File: config.mk
export PLATFORM = sky130hd
export DESIGN_NAME = trig_pulse_gen
export DESIGN_NICKNAME = d
export VERILOG_FILES = /design/src/rtl/trig_pulse_gen.sv
export SDC_FILE = /design/constraint.sdc
export NUM_CORES = 1
export LEC_CHECK = 0
export ABC_AREA = 1
export ABC_CLOCK_PERIOD_IN_PS = 2700
export BUFFER_PORTS_ARGS = -buffer_cell sky130_fd_sc_hd__buf_2
export CORE_ASPECT_RATIO = 1.1
export CORE_UTILIZATION = 45
export DETAILED_ROUTE_END_ITERATION = 12
export HOLD_SLACK_MARGIN = 0.12
export PLACE_DENSITY_LB_ADDON = 0.08
export SLEW_MARGIN = 20
export SYNTH_ARGS = -nofsm -noshare
export SYNTH_HDL_FRONTEND = slang
export SYNTH_SLANG_ARGS = --single-unit
File: constraint.sdc
create_clock -name clk -period 2.7 [get_ports clk]
set_input_delay 0.81 -clock clk [delete_from_list [all_inputs] [get_ports clk]]
set_output_delay 0.81 -clock clk [all_outputs]
set_load 0.005 [all_outputs]
File: src/rtl/trig_pulse_gen.sv
`default_nettype none
// ============================================================================
//  Module   : trig_pulse_gen
//  Purpose  : Edge-triggered pulse generator. An asynchronous START input is
//             synchronised and edge-detected. Each accepted trigger produces
//             an optional delay followed by a pulse of programmable width.
//             Triggers that cannot be serviced are reported and counted.
//  Revision : 1.0  initial release
// ----------------------------------------------------------------------------
//  Ports
//    clk          in   system clock, rising edge
//    rst_n        in   asynchronous active-low reset
//    i_start      in   trigger request, asynchronous to clk
//    i_edge_mode  in   00 rise, 01 fall, 10 both, 11 disabled
//    i_pulse_len  in   pulse width in cycles (0 = ignore trigger)
//    i_pulse_dly  in   cycles from trigger to pulse start
//    i_retrig     in   1 = trigger during pulse restarts length count
//    o_pulse      out  registered output pulse
//    o_busy       out  high while not idle
//    o_done       out  one-cycle strobe after each completed pulse
//    o_missed     out  one-cycle strobe for each dropped trigger
//    o_miss_cnt   out  saturating dropped-trigger count
// ============================================================================
module trig_pulse_gen #(
  parameter int CNT_W       = 8,
  parameter int SYNC_STAGES = 2
) (
  input  logic             clk,
  input  logic             rst_n,
  input  logic             i_start,
  input  logic [1:0]       i_edge_mode,
  input  logic [CNT_W-1:0] i_pulse_len,
  input  logic [CNT_W-1:0] i_pulse_dly,
  input  logic             i_retrig,
  output logic             o_pulse,
  output logic             o_busy,
  output logic             o_done,
  output logic             o_missed,
  output logic [7:0]       o_miss_cnt
);

  typedef enum logic [1:0] {
    S_IDLE   = 2'b00,
    S_DELAY  = 2'b01,
    S_ACTIVE = 2'b10,
    S_DONE   = 2'b11
  } state_t;

  localparam logic [CNT_W-1:0] c_one      = {{(CNT_W-1){1'b0}}, 1'b1};
  localparam logic [CNT_W-1:0] c_zero     = '0;
  localparam logic [2:0]       c_arm_done = 3'(SYNC_STAGES + 1);

  logic [SYNC_STAGES-1:0] r_sync;
  logic                   r_prev;
  logic [2:0]             r_arm;
  state_t                 r_state;
  logic [CNT_W-1:0]       r_cnt;
  logic [CNT_W-1:0]       r_len;
  logic                   r_pulse;
  logic                   r_busy;
  logic                   r_done;
  logic                   r_missed;
  logic [7:0]             r_miss_cnt;

  logic                   w_s_sync;
  logic                   w_edge;
  logic                   w_armed;
  logic                   w_trig;
  state_t                 w_state_nxt;
  logic [CNT_W-1:0]       w_cnt_nxt;
  logic [CNT_W-1:0]       w_len_nxt;
  logic                   w_missed;

  // Synchroniser, edge-detect history and arm counter
  always_ff @(posedge clk or negedge rst_n) begin
    if (!rst_n) begin
      r_sync <= '0;
      r_prev <= 1'b0;
      r_arm  <= 3'd0;
    end else begin
      r_sync <= {r_sync[SYNC_STAGES-2:0], i_start};
      r_prev <= w_s_sync;
      if (r_arm != c_arm_done) begin
        r_arm <= r_arm + 3'd1;
      end
    end
  end

  assign w_s_sync = r_sync[SYNC_STAGES-1];

  always_comb begin
    w_edge = 1'b0;
    case (i_edge_mode)
      2'b00:   w_edge = w_s_sync & ~r_prev;
      2'b01:   w_edge = ~w_s_sync & r_prev;
      2'b10:   w_edge = w_s_sync ^ r_prev;
      default: w_edge = 1'b0;
    endcase
  end

  // A START level present at reset release would otherwise look like an
  // edge once it propagates through the synchroniser; hold off until then.
  assign w_armed = (r_arm == c_arm_done);
  assign w_trig  = w_edge & w_armed;

  // r_cnt holds the number of cycles remaining after the current one.
  always_ff @(posedge clk or negedge rst_n) begin
    if (!rst_n) begin
      r_state <= S_IDLE;
      r_cnt   <= '0;
      r_len   <= '0;
    end else begin
      r_state <= w_state_nxt;
      r_cnt   <= w_cnt_nxt;
      r_len   <= w_len_nxt;
    end
  end

  always_comb begin
    w_state_nxt = r_state;
    w_cnt_nxt   = r_cnt;
    w_len_nxt   = r_len;
    w_missed    = 1'b0;
    case (r_state)
      S_IDLE: begin
        if (w_trig && (i_pulse_len != c_zero)) begin
          w_len_nxt = i_pulse_len;
          if (i_pulse_dly != c_zero) begin
            w_state_nxt = S_DELAY;
            w_cnt_nxt   = i_pulse_dly - c_one;
          end else begin
            w_state_nxt = S_ACTIVE;
            w_cnt_nxt   = i_pulse_len - c_one;
          end
        end
      end
      S_DELAY: begin
        w_missed = w_trig;
        if (r_cnt == c_zero) begin
          w_state_nxt = S_ACTIVE;
          w_cnt_nxt   = r_len - c_one;
        end else begin
          w_cnt_nxt = r_cnt - c_one;
        end
      end
      S_ACTIVE: begin
        if (w_trig && i_retrig && (i_pulse_len != c_zero)) begin
          // Retrigger: full new length counted from this edge
          w_len_nxt = i_pulse_len;
          w_cnt_nxt = i_pulse_len - c_one;
        end else begin
          w_missed = w_trig & ~i_retrig;
          if (r_cnt == c_zero) begin
            w_state_nxt = S_DONE;
          end else begin
            w_cnt_nxt = r_cnt - c_one;
          end
        end
      end
      default: begin
        w_missed    = w_trig;
        w_state_nxt = S_IDLE;
      end
    endcase
  end

  // Registered outputs, decoded from the next state
  always_ff @(posedge clk or negedge rst_n) begin
    if (!rst_n) begin
      r_pulse    <= 1'b0;
      r_busy     <= 1'b0;
      r_done     <= 1'b0;
      r_missed   <= 1'b0;
      r_miss_cnt <= 8'd0;
    end else begin
      r_pulse  <= (w_state_nxt == S_ACTIVE);
      r_busy   <= (w_state_nxt != S_IDLE);
      r_done   <= (w_state_nxt == S_DONE);
      r_missed <= w_missed;
      if (w_missed && (r_miss_cnt != 8'hFF)) begin
        r_miss_cnt <= r_miss_cnt + 8'd1;
      end
    end
  end

  assign o_pulse    = r_pulse;
  assign o_busy     = r_busy;
  assign o_done     = r_done;
  assign o_missed   = r_missed;
  assign o_miss_cnt = r_miss_cnt;

endmodule
`default_nettype wire

---- Word-level counts from Yosys, hierarchy flattened ----
Index checks and enable logic that the tools add are counted.
W data, S select, Z words.
cells by class
  reduce and logical (&&, ||, !) cells .... 14
  $add $sub $neg .......................... 6
  bitwise logic cells ..................... 8
  equal/unequal tests ..................... 12
  multiplexer cells ....................... 18
operator list
  operator               count
  $mux W8                7
  $sub A8 B1 Y8 const B  4
  $pmux W8 S3            1
  $pmux W8 S2            1
  $reduce_bool A8 Y1     2
  $mux W2                5
  $add A8 B1 Y8 const B  1
  $eq A2 B2 Y1 const B   4
  $logic_not A8 Y1       1
  $ne A8 B8 Y1 const B   1
  $pmux W2 S3            1
  $reduce_and A3 Y1      2
  $and A1 B1 Y1          4
  $eq A2 B1 Y1 const B   2
  $logic_and A1 B1 Y1    4
  $logic_not A2 Y1       2
  $ne A2 B2 Y1 const B   2
  $reduce_bool A2 Y1     2
  $add A3 B1 Y3 const B  1
  $eq A3 B2 Y1 const B   1
  $ne A3 B2 Y1 const B   1
  $ne A3 B3 Y1 const B   1
  $not A1 Y1             3
  $pmux W1 S3            1
  other kinds (4)        4
storage, ports and cells
  output and inout bits ................... 12
  input bits .............................. 22
  register bits after elaboration ......... 36
  logic and storage cells ................. 69

---- Longest topological paths before layout ----
Gate-level depths: netlist (run 1).
  word-level depth ........................ 9
  mapped depth ............................ 13
  gate-level depth less buffers ........... 13

---- Least setup slack after synthesis (run 1) ----
No wires, ideal clock.
  path type ............................... input-to-reg
  from .................................... input port i_pulse_len[0]
  to ...................................... register r_cnt[7]
  buffers on the path ..................... 1
  data required time ...................... 2.584 ns
  cell stages on the path ................. 12
  setup slack ............................. 0.670 ns
  library setup time ...................... 0.116 ns
  arrival ................................. 1.913 ns
  cells stage by stage .................... inv_1 -> ha_1 -> nand2_2 -> nor2_4 -> nand2_4 -> nand4_4 -> nand3_2 -> nand2_2 -> buf_6 -> nor2_1 -> nand2_1 -> nand2_1
on the way
  word-level cells in the longest chain between the ends .. 4
  elaborated cells on any way between the ends .. 11
  classes of those cells .................. add/sub (1); eq/ne (2); mux (4); reduce/logical (4)
RTL lines
  element                                              line  source
  start, declared                                      32    input logic [CNT_W-1:0] i_pulse_len,
  $sub A8 B1 Y8 or $reduce_bool A8 Y1 (tied branches)  --
  $mux W8 (tied with other cells)                      128   if (i_pulse_dly != c_zero) begin
  $mux W8 (tied with other cells)                      126   if (w_trig && (i_pulse_len != c_zero)) begin
  $pmux W8 S3 or $reduce_and A3 Y1 (tied branches)     --
  end signal, assigned                                 114   r_cnt <= w_cnt_nxt;
  end, declared                                        57    logic [CNT_W-1:0] r_cnt;
Several ways; a longest one is shown, not always the timed one. The select of a mux whose other input is x is not followed.
A chain may end at the register's enable or synchronous reset.

---- Worst setup path in the final report (run 1) ----
  from .................................... input port i_pulse_len[0]
  to ...................................... register r_cnt[2]
Same word-level chain as after synthesis.

==> results, run 1 <==
- The run finished with clean final reports.
- The power density over the cells is roughly 930 mW/mm2.
- The wire length per cell after detailed routing is around 12 um.
- The first TritonRoute pass finished after 4 iterations.
- The tightest min-delay check is of the reg2reg type.
- The largest clock skew in the final design is between 0.007 and 0.008 ns.
- Synthesis produced 374 cells.
- The number of buffer and inverter stages on the critical path is 3.
- The setup path with the least slack is of type in2reg.
- Clock-pin slew was measured on the worst setup and hold paths at around 0.090 ns.
- In the final design database the tool counted about 440 nets.
- Setup repair after global routing left no endpoint under its margin.
- Clock latency on the worst-skew pair, taken at its later pin, is around 0.30 ns.
- The overall overflow remaining after global route is 0.
- The cell at the slowest stage of the critical path is sky130_fd_sc_hd__ha_1.
- The actual transition at the worst max-transition pin is between 0.8 and 0.9 ns.
- The design area is roughly 0.0030 mm2.
- At the end of the flow the core is filled with cells to 0.5233.
- Counting every net in the synthesized netlist gives between 400 and 500.
- Buffers inserted during clock tree synthesis total 5.
- For this configuration, the core starts out at a cell density of 0.4681.
- The area fraction of the dominant cell type after synthesis is 0.3315.
- In the post-synthesis netlist, the biggest area contributors are sky130_fd_sc_hd__dfrtp_1, sky130_fd_sc_hd__nand2_1, sky130_fd_sc_hd__nand3_1, sky130_fd_sc_hd__inv_1, sky130_fd_sc_hd__ha_1.
- The leading area contributor after synthesis is sky130_fd_sc_hd__dfrtp_1.
- The highest ir drop seen on vdd is a little under 500 uV.
- The final number of setup-violating endpoints is 0.
- After synthesis, the netlist uses 35 different library cells.
- At the worst endpoint, the arrival time is around 2.3 ns.
- For this run, the top clock speed supported by timing is just under 0.5 GHz.
- Along the worst path, the maximum fanout reaches 13.
- The signal on the critical path passes through buf_2 > inv_1 > ha_1 > nand2_2 > nor2_4 > nand2_4 > nand4_4 > nand3_2 > nand2_2 > inv_1 > nor2_1 > a21oi_2.
- The share of synthesized area occupied by flip-flops and latches is 0.3315.
- TritonCTS built the clock tree.
- The count of port buffers added during placement is 33.
- The warning count from the yosys run is 0.
- Broken down by cell family, the worst path's largest delay share belongs to simple AND/OR/NAND/NOR gates.
- Each instance of the synthesized netlist takes up on average 7.266 um2.
- The shortest period the worst path allows is 2.067 ns.
- The total half-perimeter wirelength after legalization and detailed placement is roughly 4700 um.
- The chip width is around 76 um.
- Summed over all cells, the static leakage comes to approximately 1.6 nW.
- In the finished design, the share of the clock period the worst path needs comes to 0.7657.
- The placement row count is 29.
- After detailed placement, the total cell area comes to roughly 0.0030 mm2.
- For this block, the routed nets add up to ~6100 um of wire.
- The area inside the core boundary is just under 0.006 mm2.
- The number of filler cells placed in the layout is 598.
- The synthesized design contains 36 register bits.
- The wire length of the first global-routing pass is 10520 um.
- The I/O pin total is 34.
- The total number of vias is 2410.
- CTS built an H-tree with a depth of 2.
- The growth of design area from synthesis to finish is 11.79%.
- The overall power consumption is between 0.002 and 0.003 W.
- Once the clock tree was built, the resizer swapped 0 gates to a different size.
- Routability-driven placement finished with a final weighted congestion of roughly 0.84.
- Once the clock tree was built, the setup fixing pass inserted 0 buffers.
- The count of nets left with antenna violations once routing finished came out at 0.
- Leaving out fill and tap cells, the most frequent cells in the layout are sky130_fd_sc_hd__nand2_1, sky130_fd_sc_hd__inv_1, sky130_fd_sc_hd__nand3_1.
- The fraction of final layout cells with drive strength greater than 1 is 0.1902.
- On the worst path, the slowest cell contributes a delay of 0.21 ns.
- The total negative slack for setup checks is 0 ns.
- The number of hold violations in the final report is 0.
- Buffers inserted to repair hold after CTS numbered 0.
- The cell at the root of the clock tree is sky130_fd_sc_hd__clkbuf_8.
- The aggregate global-route resource usage is 0.2078.
- STA classifies the critical path startpoint as an input port.
- The clock tree buffer depth is 2.
- The pin count of the biggest net entering global routing is 37.
- In the routed layout, each cell is associated on average with a via count of between 4 and 5.
- The remaining max-slew budget at the tightest pin is 0.4552.
- The number of maximum-capacitance constraint violations is 0.
- At the worst endpoint, the required time is slightly below 3 ns.
- The detailed router finished its first iteration with 153 violations.
- The DRC violation count after routing is 0.
- The floorplan step defined a die boundary enclosing 0.006354 mm2.
- The number of antenna violations at the first check in global routing was 0.
- Summing every instance area after synthesis gives ~0.0027 mm2.
- Clock tree synthesis found a total of 36 sinks.
- The final number of max-transition violations is 0.
- The worst setup path is captured at a register.
- The height of the chip is 83.51 um.
- The number of antenna repair diodes is 0.
- The via count of the first global-routing pass was 2328.
- The library cell used most frequently in the layout, excluding fill and tap cells, is sky130_fd_sc_hd__nand2_1.
==> cell type report <==
type,count,area [um2],area share
multi-input cells,277,1574,0.5181
clock buffers,5,68.82,0.02265
well taps,77,96.34,0.03171
repair buffers,34,172.7,0.05684
clock inverters,3,18.77,0.006178
flip-flops and latches,36,900.9,0.2965
inverters,55,206.4,0.06796
==> logic make-up after synthesis <==
family,synth area share
AND/OR/NAND/NOR,0.3734
buffers and inverters,0.08932
AO/OA/AOI/OAI,0.08472
flip-flops,0.3315
XOR/XNOR,0.06123
adder cells (fa/ha/maj),0.05985
==> metrics by stage <==
| stage | hold WS, ns | instances | setup WS (ns) |
|---|---|---|---|
| floorplan | 0.3312 | 374 | 0.6702 |
| global placement | 0.3333 | 479 | 0.3619 |
| detailed placement | 0.3362 | 479 | 0.3027 |
| CTS | 0.3551 | 487 | 0.6254 |
| global route | 0.3679 | 487 | 0.4102 |
| finish | 0.3544 | 487 | 0.6326 |
==> report_power, final <==
part / internal (W) / switching (W)
clock network: 0.000180 / 0.000226
logic: 0.000555 / 0.000967
registers: 0.000734 / 0.000166
==> cells in the mapped netlist, drive strengths merged <==
cell type	number
nor3	2
o21ai	19
nor2	37
o211ai	1
a21oi	15
a211oi	1
xnor2	9
clkbuf	2
inv	55
and2	1
a31oi	3
xor2	10
nand4	6
ha	13
buf	4
nand2	112
nand3	45
or2	1
dfrtp	36
nand3b	2
==> registers in the layout (all words and copies together) (netlist names), 2 cells and up <==
signal      flops
o_miss_cnt      8
r_cnt           8
r_len           8
r_arm           3
r_state         2
r_sync          2
==> final timing paths <==
check / from / to / slack, ns / cells after the start
worst min-delay path: r_sync[0] / r_sync[1] / 0.35 / 0
max in group asynchronous: rst_n / r_len[4] / 1.58 / 1
worst min register to register: r_sync[0] / r_sync[1] / 0.35 / 0
worst max register to register: r_arm[0] / r_cnt[5] / 0.66 / 10
min in group asynchronous: rst_n / r_cnt[2] / 0.60 / 1
worst max-delay path: i_pulse_len[0] / r_cnt[2] / 0.63 / 12
==> layer usage <==
layer  part of all wire  track usage  vias to the layer above
li1                   -            -                     1255
met1               0.50       0.2887                     1076
met2               0.43       0.3157                       61
met3              0.039      0.03716                       18
met4              0.033      0.09266                        0
met5                  0            0                        -
No activity file was read; power rests on OpenSTA's default activity.
==> run 2, diff against run 1 <==
- ABC_AREA: 1 -> 0
- ABC_CLOCK_PERIOD_IN_PS: 2700 -> 1900
- clock period: 2.7 -> 1.9 ns (I/O delays scaled with it)
==> run 2 against run 1 <==
  * The flow now finishes with violations (setup timing)
  * Area after synthesis decreased by 6.1%
  * Critical endpoint is now r_cnt[6]
  * Core utilization is 18 points higher
  * Register-to-register slack worse by 0.93 ns
  * Critical path type is now reg2reg
  * Largest power group unchanged
  * Setup slack worse by 0.90 ns
  * Die area fell by 5.9%
  * Wire length increased by 23%
  * Sequential power is 51% higher
==> results, run 2 <==
- The number of distinct library cell variants in the gate-level netlist after synthesis is 59 (was 35).
- The share of the core filled with cells in the final layout is 0.7039 (was 0.5233).
- The share of synthesized area occupied by flip-flops and latches came to 0.3529 (was 0.3315).
- The aggregate global-route resource usage is 0.2558 (was 0.2078).
- The synthesized netlist net count is 314 (was 409).
- Top post-synthesis cells by area: sky130_fd_sc_hd__dfrtp_1, sky130_fd_sc_hd__ha_1, sky130_fd_sc_hd__xnor2_1, sky130_fd_sc_hd__mux2_2, sky130_fd_sc_hd__nand2_1 (was sky130_fd_sc_hd__dfrtp_1, sky130_fd_sc_hd__nand2_1, sky130_fd_sc_hd__nand3_1, sky130_fd_sc_hd__inv_1, sky130_fd_sc_hd__ha_1).
- The per-cell via count in the routed design is 5.530 (was 4.949).
- The mean instance size in the synthesized netlist is 9.149 um2 (was 7.266 um2).
- The area after detailed placement is 0.003353 mm2 (was 0.002950 mm2).
- The placement row count came to 28 (was 29).
- The initial standard-cell utilization of the core was 0.4700 (was 0.4681).
- The critical path data arrival time came to 2.37 ns (was 2.26 ns).
- The commonest non-fill, non-tap cell in the layout was sky130_fd_sc_hd__buf_4 (was sky130_fd_sc_hd__nand2_1).
- The actual transition at the worst max-transition pin is 0.6217 ns (was 0.8172 ns).
- The leading area contributor after synthesis is sky130_fd_sc_hd__dfrtp_1 (unchanged).
- The cell at the slowest stage of the critical path is sky130_fd_sc_hd__dfrtp_1 (was sky130_fd_sc_hd__ha_1).
- The total negative slack for setup checks is -3.820 ns (was 0 ns).
- Most frequent cells in the layout: sky130_fd_sc_hd__buf_4, sky130_fd_sc_hd__dfrtp_1, sky130_fd_sc_hd__buf_2 (was sky130_fd_sc_hd__nand2_1, sky130_fd_sc_hd__inv_1, sky130_fd_sc_hd__nand3_1).
- The number of buffer and inverter stages on the critical path was 0 (was 3).
- The power density over the cells is 1338 mW/mm2 (was 931.1 mW/mm2).
- The overall overflow remaining after global route is 0 (unchanged).
- The final number of setup-violating endpoints came to 24 (was 0).
- The pin count of the biggest net entering global routing is 37 (unchanged).
- The register area is 900.9 um2 (unchanged).
- The remaining max-slew budget at the tightest pin was 0.5817 (was 0.4552).
- The static leakage came to 1.698 nW (was 1.612 nW).
- The clock transition at the registers of the reported paths is 0.08 ns (was 0.09 ns).
- The number of flip-flops and latches in the synthesized netlist is 36 (unchanged).
- The cell at the root of the clock tree was sky130_fd_sc_hd__clkbuf_8 (unchanged).
- The final worst slack is -0.2654 ns (was 0.6326 ns).
- Most common library cells after synthesis: sky130_fd_sc_hd__dfrtp_1, sky130_fd_sc_hd__nand2_1, sky130_fd_sc_hd__inv_1, sky130_fd_sc_hd__nor2_1, sky130_fd_sc_hd__o21ai_0 (was sky130_fd_sc_hd__nand2_1, sky130_fd_sc_hd__inv_1, sky130_fd_sc_hd__nand3_1, sky130_fd_sc_hd__dfrtp_1, sky130_fd_sc_hd__nor2_1).
- The DRC violation total after the first TritonRoute iteration was 241 (was 153).
- The share of flip-flops with an asynchronous set or reset is 1.000 (unchanged).
- The layer carrying the most global-route usage is met2 (unchanged).
- The I/O pin total was 34 (unchanged).
- The insertion delay of the later-clocked pin in the worst-skew pair is 0.30 ns (about the same).
- The delay of the slowest critical-path stage is 0.39 ns (was 0.21 ns).
- The wire length of the first global-routing pass is 11450 um (was 10520 um).
- The post-layout net count is 419 (was 444).
- The number of filler cells placed in the layout came to 409 (was 598).
- The design area is 0.003822 mm2 (was 0.003038 mm2).
- The kind of cell adding the most delay to the critical path is compound AO/OA/AOI/OAI gates (was simple AND/OR/NAND/NOR gates).
- The post-detailed-routing wire length is 7454 um (was 6064 um).
- The DRC violation count after routing was 0 (unchanged).
- Unrepaired setup endpoints after global routing: true (was false).
- The startpoint-to-endpoint class of the critical path is reg2reg (was in2reg).
- The warning count from the yosys run came to 0 (unchanged).
- The final cycle utilization of the critical path is 1.140.
- The class of the worst hold path is in2async (was reg2reg).
- The most common flop cell mapped by yosys was sky130_fd_sc_hd__dfrtp_1 (unchanged).
- Crit-path cells: ha_1 > nand2b_4 > a211o_4 > a211o_4 > o21ba_4 > a2111oi_2 > o32ai_1 (was buf_2 > inv_1 > ha_1 > nand2_2 > nor2_4 > nand2_4 > nand4_4 > nand3_2 > nand2_2 > inv_1 > nor2_1 > a21oi_2).
- The count of flip-flops with a built-in enable after synthesis came to 0 (unchanged).
- The critical path startpoint category is a register (was input port).
- The met2 usage is 0.4174 (was 0.3157).
- The number of antenna violations at the first check in global routing was 0 (unchanged).
- In this design, the critical path's most frequently occurring cell is sky130_fd_sc_hd__a211o_4.
- The clock tree buffer depth came to 2 (unchanged).
- The number of buffers inserted during clock tree synthesis is 5 (unchanged).
- The fraction of final layout cells with drive strength greater than 1 is 0.4649 (was 0.1902).
- The area inside the core boundary is 0.005430 mm2 (was 0.005806 mm2).
- The length of the first detailed-routing pass in iterations is 4 (unchanged).
- The overall power consumption is 0.005115 W (was 0.002829 W).
- The global-route track usage on met1 is 0.3434 (was 0.2887).
- The final number of max-transition violations is 0 (unchanged).
- The final reports fail on setup timing.
- The total number of vias is 2544 (was 2410).
- The overall die area was 0.005978 mm2 (was 0.006354 mm2).
- The highest ir drop seen on vdd came to 842.2 uV (was 491.4 uV).
- The wire length per cell after detailed routing came to 16.20 um (was 12.45 um).
- The met3 capacity usage during global routing is 0.04839 (was 0.03716).
- The most common cell in the synthesized netlist is sky130_fd_sc_hd__dfrtp_1 (was sky130_fd_sc_hd__nand2_1).
- The hold buffer count at CTS is 0 (unchanged).
- The count of port buffers added during placement came to 33 (unchanged).
- The growth of design area from synthesis to finish is 49.76% (was 11.79%).
- Outcome: finished, violations left (was complete, no violations).
- The shortest period the worst path allows is 2.165 ns.
- The kind of end point of the critical path is a register (unchanged).
- The largest fanout on the critical path is 4 (was 13).
- The synthesized cell area came to 0.002552 mm2 (was 0.002718 mm2).
- The data required time at the worst endpoint is 2.10 ns (was 2.90 ns).
- The remaining antenna violation count came to 0 (unchanged).
- The chip width is 73.81 um (was 76.10 um).
- The total half-perimeter wirelength after legalization and detailed placement is 5359 um (was 4738 um).
- The number of maximum-capacitance constraint violations is 0 (unchanged).
- The number of antenna repair diodes is 0 (unchanged).
- The area fraction of the dominant cell type after synthesis is 0.3529 (was 0.3315).
- Static timing analysis puts the maximum clock frequency at 0.4618 GHz.
- The number of hold violations in the final report is 0 (unchanged).
- The number of H-tree levels is 2 (unchanged).
- The via count of the first global-routing pass is 2367 (was 2328).
- The CTS tree is built (unchanged).
- The placer congestion estimate was 0.8463 (was 0.8391).
- The largest clock skew in the final design was 0.003548 ns (was 0.007811 ns).
- The area occupied by multi-input gates came to 0.001866 mm2 (was 0.001574 mm2).
- The count of mapped cells out of synthesis is 279 (was 374).
- The height of the chip was 80.99 um (was 83.51 um).
- The clock sink count was 36 (unchanged).
==> run 2: logic make-up (layout without fill, tap and decap cells) <==
kind of cell | count (synthesis) | after routing | share of synthesized area
flops | 36 | 36 | 0.3529
simple gates | 100 | 101 | 0.2177
mux | 13 | 13 | 0.05490
compound gates | 66 | 67 | 0.1858
xor+xnor | 23 | 23 | 0.07892
buf+inv | 28 | 132 | 0.04608
fa+ha+maj | 13 | 13 | 0.06373
==> run 2: path summary, 6_finish.rpt <==
| kind | start | end | slack (ns) | depth (start not counted) |
|---|---|---|---|---|
| hold reg to reg | r_sync[0] | r_sync[1] | 0.35 | 0 |
| setup / recovery | r_prev | r_cnt[6] | -0.27 | 7 |
| hold / removal | rst_n | r_sync[0] | 0.30 | 2 |
| max in group asynchronous | rst_n | r_cnt[2] | 1.28 | 2 |
| min in group clk | r_sync[0] | r_sync[1] | 0.35 | 0 |
| setup reg to reg | r_prev | r_cnt[6] | -0.27 | 7 |
==> run 2: layer usage <==
metal / up-vias / share of wire
met5: - / 0
met4: 0 / 0.020
li1: 1230 / -
met2: 74 / 0.49
met1: 1223 / 0.45
met3: 17 / 0.043
==> run 2: power by group <==
part           internal, W  switching [W]  leakage (nW)
combinational      0.00153        0.00153          1.21
clock             0.000389       0.000311        0.0541
sequential         0.00107       0.000290         0.436
==> run 2: metrics by stage <==
step / hold slack (ns) / setup WS [ns] / std cells
after global routing: 0.3518 / -0.3596 / 460
after CTS: 0.3175 / -0.2687 / 453
after global placement: 0.3320 / -0.5896 / 442
after detailed placement: 0.3378 / -0.6081 / 442
final: 0.2973 / -0.2654 / 460
after floorplan: 0.2744 / -0.3112 / 279
==> run 2: layout make-up <==
class | count | area share
clock buffers | 5 | 0.01800
inverters | 21 | 0.02782
multi-input cells | 217 | 0.4881
well taps | 75 | 0.02455
repair buffers | 103 | 0.1948
clock inverters | 3 | 0.01113
flip-flops and latches | 36 | 0.2357
==> run 2: what timing repair did <==
| item | CTS | global route |
|---|---|---|
| setup endpoints to repair | 29 | 29 |
| gates resized for setup | 27 | 37 |
| endpoints found under the hold margin | 0 | 0 |
| cloned | 0 | 2 |
| pin swaps | 13 | 19 |
| buffers inserted | 3 | 6 |
